**src/rtl/read_write_logic_8259.sv**
```systemverilog
// 8259 bus interface: qualifies RD/WR accesses, captures write data and A0, and pulses one
// decode strobe when a write ends. Define READ_WRITE_LOGIC_8259_INPUT_SYNC_EN for a two-flop input synchronizer.
module read_write_logic_8259 (
  input  logic       clock,
  input  logic       reset_n,
  input  logic       chip_select_n,
  input  logic       read_enable_n,
  input  logic       write_enable_n,
  input  logic       address,
  input  logic [7:0] data_bus_in,
  output logic [7:0] internal_data_bus,
  output logic       write_initial_command_word_1,
  output logic       write_initial_command_word_2_4,
  output logic       write_operation_control_word_1,
  output logic       write_operation_control_word_2,
  output logic       write_operation_control_word_3,
  output logic       read,
  output logic       write
);

  // Access protocol: a write is the interval where CS_n and WR_n are both low, and it
  // completes when either pin rises. Write has priority when RD_n and WR_n overlap.
  logic write_req;
  logic read_req;

  assign write_req = ~chip_select_n & ~write_enable_n;
  assign read_req  = ~chip_select_n & ~read_enable_n & ~write_req;

  logic write_stage;
  logic read_stage;

`ifdef READ_WRITE_LOGIC_8259_INPUT_SYNC_EN
  logic write_meta;
  logic read_meta;

  always_ff @(posedge clock or negedge reset_n) begin
    if (!reset_n) begin
      write_meta  <= 1'b0;
      read_meta   <= 1'b0;
      write_stage <= 1'b0;
      read_stage  <= 1'b0;
    end else begin
      write_meta  <= write_req;
      read_meta   <= read_req;
      write_stage <= write_meta;
      read_stage  <= read_meta;
    end
  end
`else
  always_ff @(posedge clock or negedge reset_n) begin
    if (!reset_n) begin
      write_stage <= 1'b0;
      read_stage  <= 1'b0;
    end else begin
      write_stage <= write_req;
      read_stage  <= read_req;
    end
  end
`endif

  assign write = write_stage;
  assign read  = read_stage;

  // Capture follows the qualified write level, so the last captured value is the one
  // present on the bus when the end of the write was sampled.
  logic captured_a0;

  always_ff @(posedge clock or negedge reset_n) begin
    if (!reset_n) begin
      internal_data_bus <= 8'h00;
      captured_a0       <= 1'b0;
    end else if (write_stage) begin
      internal_data_bus <= data_bus_in;
      captured_a0       <= address;
    end
  end

  logic write_prev;
  logic end_of_write;

  always_ff @(posedge clock or negedge reset_n) begin
    if (!reset_n) begin
      write_prev <= 1'b0;
    end else begin
      write_prev <= write_stage;
    end
  end

  assign end_of_write = write_prev & ~write_stage;

  // Bit order: {icw1, icw2_4, ocw1, ocw2, ocw3}
  logic [4:0] strobe_next;
  logic [4:0] strobe_q;

  always_comb begin
    strobe_next = 5'b00000;
    if (end_of_write) begin
      if (captured_a0) begin
        strobe_next = 5'b01100;
      end else if (internal_data_bus[4]) begin
        strobe_next = 5'b10000;
      end else if (internal_data_bus[3]) begin
        strobe_next = 5'b00001;
      end else begin
        strobe_next = 5'b00010;
      end
    end
  end

  always_ff @(posedge clock or negedge reset_n) begin
    if (!reset_n) begin
      strobe_q <= 5'b00000;
    end else begin
      strobe_q <= strobe_next;
    end
  end

  assign write_initial_command_word_1   = strobe_q[4];
  assign write_initial_command_word_2_4 = strobe_q[3];
  assign write_operation_control_word_1 = strobe_q[2];
  assign write_operation_control_word_2 = strobe_q[1];
  assign write_operation_control_word_3 = strobe_q[0];

endmodule

```
**config.mk**
```make
export PLATFORM = sky130hd
export DESIGN_NAME = read_write_logic_8259
export DESIGN_NICKNAME = d
export VERILOG_FILES = /design/src/rtl/read_write_logic_8259.sv
export SDC_FILE = /design/constraint.sdc
export NUM_CORES = 1
export LEC_CHECK = 0
export BUFFER_PORTS_ARGS = -buffer_cell sky130_fd_sc_hd__buf_2
export CAP_MARGIN = 20
export CORE_MARGIN = 2
export CORE_UTILIZATION = 40
export CTS_BUF_LIST = sky130_fd_sc_hd__clkbuf_2 sky130_fd_sc_hd__clkbuf_4 sky130_fd_sc_hd__clkbuf_8
export DETAILED_ROUTE_END_ITERATION = 8
export PLACE_DENSITY = 0.84
export SLEW_MARGIN = 20
export SYNTH_ARGS = -nofsm -noshare
export SYNTH_HDL_FRONTEND = slang
export SYNTH_SLANG_ARGS = --single-unit
export TNS_END_PERCENT = 30
```
**constraint.sdc**
```tcl
create_clock -name clock -period 0.8 [get_ports clock]
set_input_delay 0.2 -clock clock [delete_from_list [all_inputs] [get_ports clock]]
set_output_delay 0.2 -clock clock [all_outputs]
set_load 0.05 [all_outputs]
```
==> results.json <==
{
  "pwr-share-seq_pct": 44.7,
  "gp_congestion": 0.5997,
  "post-route-util_pct": 65.31,
  "setup.worst_path.class": "reg2out",
  "clockPowerShare_pct": 22.3,
  "io_pins": 29,
  "die_area_um2": 1852,
  "vias_per_cell": 4.697,
  "finalCriticalPeriod_ns": 1.165,
  "finalHoldViolations": 0,
  "clk_latency_ns": 0.28,
  "power.share.switching_pct": 33.24,
  "antenna_left": 0,
  "power-per-cell-area_nw_per_um2": 2228,
  "rsz0062_at_grt": "yes",
  "postSynthAreaPerCell_um2": 16.93,
  "finalPower_w": 0.002141,
  "syn2layout_area_growth_pct": 57.70,
  "cts_buffer_depth": 2,
  "netlist_area_um2": 609.3,
  "p_leak_nw": 0.4801,
  "core_um2": 1471,
  "layout.nets": 88,
  "insertedDiodeCount": 0,
  "track_usage_pct": 15.33,
  "synth_cells": 36,
  "status": "finished, violations left",
  "grt_max_degree": 17,
  "timing.slew.headroom_pct": 76.85,
  "cp_max_fo": 2,
  "clkSlewWorstSetupHoldPaths_ns": 0.09,
  "syn_nets": 50,
  "overflow": 0,
  "setup_slack_ns": -0.3645,
  "ys_seq_area_share_pct": 65.71,
  "ir_drop_mv": 1.345,
  "finalSetupViolations": 28,
  "detail_route.first_pass.iterations": 1,
  "numCtsBuffers": 3,
  "path_cells": "buf_6 > buf_8",
  "r2r_setup_slack_ns": -0.30,
  "drt-initial-drc-count": 0,
  "dr_total_vias": 418,
  "fp-row-count": 14,
  "p_int_w": 0.001429,
  "grt_pass1_vias": 455,
  "tightestPinTransition_ns": 0.3473,
  "layout-drive-gt1-share_pct": 71.23,
  "r2r.worst_path.cells": 3,
  "crit_path_end_kind": "primary output",
  "startpoint_type": "flop",
  "fin_setup_tns_ns": -6.422,
  "drv_slew": 0,
  "cts.sinks": 16,
  "hold-path-cell-count": 2,
  "path_delay_family": "flip-flops",
  "grt_pass1_wl_mm": 1.994,
  "dp.cells": 80,
  "chipWidth_um": 43.03,
  "wl_per_cell_um": 12.88,
  "maxCapViolations": 0,
  "critical_path_buf_inv_count": 2,
  "crit_cells": 2,
  "crit_arrival_ns": 0.96,
  "timing.fmax_ghz": 0.8587,
  "htree_levels": 1,
  "hold_path_class": "in2reg",
  "antenna_found_initial": 0,
  "slowest_delay_ns": 0.42,
  "dp_hpwl_um": 783.1,
  "cp_slowest_cell": "dfrtp_2",
  "die_h_um": 43.03,
  "final_cells": 89,
  "synth-seq-cells": 16,
  "synth_cell_types": 12,
  "comb_power_share_pct": 32.9,
  "required_ns": 0.60,
  "finalClockSkew_ns": 0.002827,
  "cts_tree": "built",
  "remaining_drc_errors": 0,
  "start_util_pct": 41.41,
  "cts_root_buf": "clkbuf_4",
  "portBuffers": 28,
  "fin_crit_sh_pct": 145.6,
  "drt_wl_total_mm": 1.146,
  "synth_warnings": 0,
  "failed_checks": "negative setup slack",
  "switching_power_w": 0.0007116
}
[cell type report]
class	instances	area, um2
Fill cell	105	510.5
Sequential cell	16	401.6
Timing Repair Buffer	35	296.5
Multi-Input combinational cell	17	209.0
Clock buffer	4	30.03
Tap cell	16	20.02
Inverter	1	3.754
[stage by stage]
step           cell area, um2  hold slack [ns]  worst slack (ns)
3_3_place_gp            767.0           0.1217           -0.1673
2_1_floorplan           610.6         -0.09559           -0.3421
5_1_grt                 960.9          0.05051           -0.4075
6_report                960.9          0.05807           -0.3645
4_1_cts                 945.9          0.05639           -0.3715
3_5_place_dp            767.0           0.1285           -0.2018
[cell usage in the layout (no fill, tap or decap)]
cell type,synthesis,layout
nand2b_4,1,1
nand2_1,1,1
inv_1,1,1
clkbuf_4,0,4
buf_6,1,15
nor2_2,0,1
nor4_4,0,1
buf_8,0,1
nor3b_2,0,1
buf_2,0,13
nor3b_1,2,1
dfrtp_1,16,15
mux2_4,8,8
nor4b_2,1,1
buf_4,1,5
dfrtp_2,0,1
o21ai_1,0,1
nor2_1,2,1
dlygate4sd3_1,0,1
[per-layer routing]
metal | global-route usage (%) | vias up | share of wire [%]
met5 | 0 | - | 0
met4 | 9.091 | 0 | 1.0
met3 | 2.979 | 2 | 6.9
met2 | 25.76 | 24 | 50
met1 | 17.96 | 196 | 42
li1 | - | 196 | -
[cell families after synthesis]
family	Yosys count	synth area share [%]
flip-flops	16	65.71
buffers and inverters	3	3.696
AND/OR/NAND/NOR	8	10.06
multiplexers	8	19.71
AO/OA/AOI/OAI	1	0.8206
[final timing paths]
kind / startpoint / to
setup / recovery: write / write
setup reg to reg: write / internal_data_bus[5]
hold / removal: read_enable_n / read
max in group asynchronous: reset_n / write
min in group asynchronous: reset_n / write
hold reg to reg: internal_data_bus[1] / internal_data_bus[1]
[Yosys cell counts, drive strengths merged]
cell | instances | share of area, %
nor4b | 1 | 2.5
nor3b | 2 | 2.5
nor4 | 1 | 1.0
dfrtp | 16 | 66
nand2b | 1 | 2.3
buf | 2 | 3.1
o21ai | 1 | 0.82
nor2 | 2 | 1.2
inv | 1 | 0.62
mux2 | 8 | 20
nand2 | 1 | 0.62
[what timing repair did]
item	4_1_cts	5_1_grt
endpoints found under the hold margin	16	0
endpoints found under the setup margin	28	28
gates cloned	0	0
hold buffers	1	0
setup buffers	4	0
resized for setup	34	3
[power by group through the flow]
stage,clock (W),sequential (W),combinational [W]
3_5_place_dp,0,0.000962,0.000544
2_1_floorplan,0,0.00122,0.000144
4_1_cts,0.000482,0.000956,0.000698
6_report,0.000478,0.000958,0.000705
5_1_grt,0.000534,0.000971,0.000737
3_3_place_gp,0,0.000959,0.000535
[worst reg2reg max path, delay by kind of cell (launching register included)]
family	cells	cell delay [ns]
buffers and inverters	2	0.28
muxes	1	0.29
DFF	1	0.42
[state kept, by name, indices dropped and copies added (netlist names)]
register and count:
captured_a0 1, internal_data_bus 8, read 1, strobe_q 4
write 1, write_prev 1
Power figures use the tool's default switching activity.
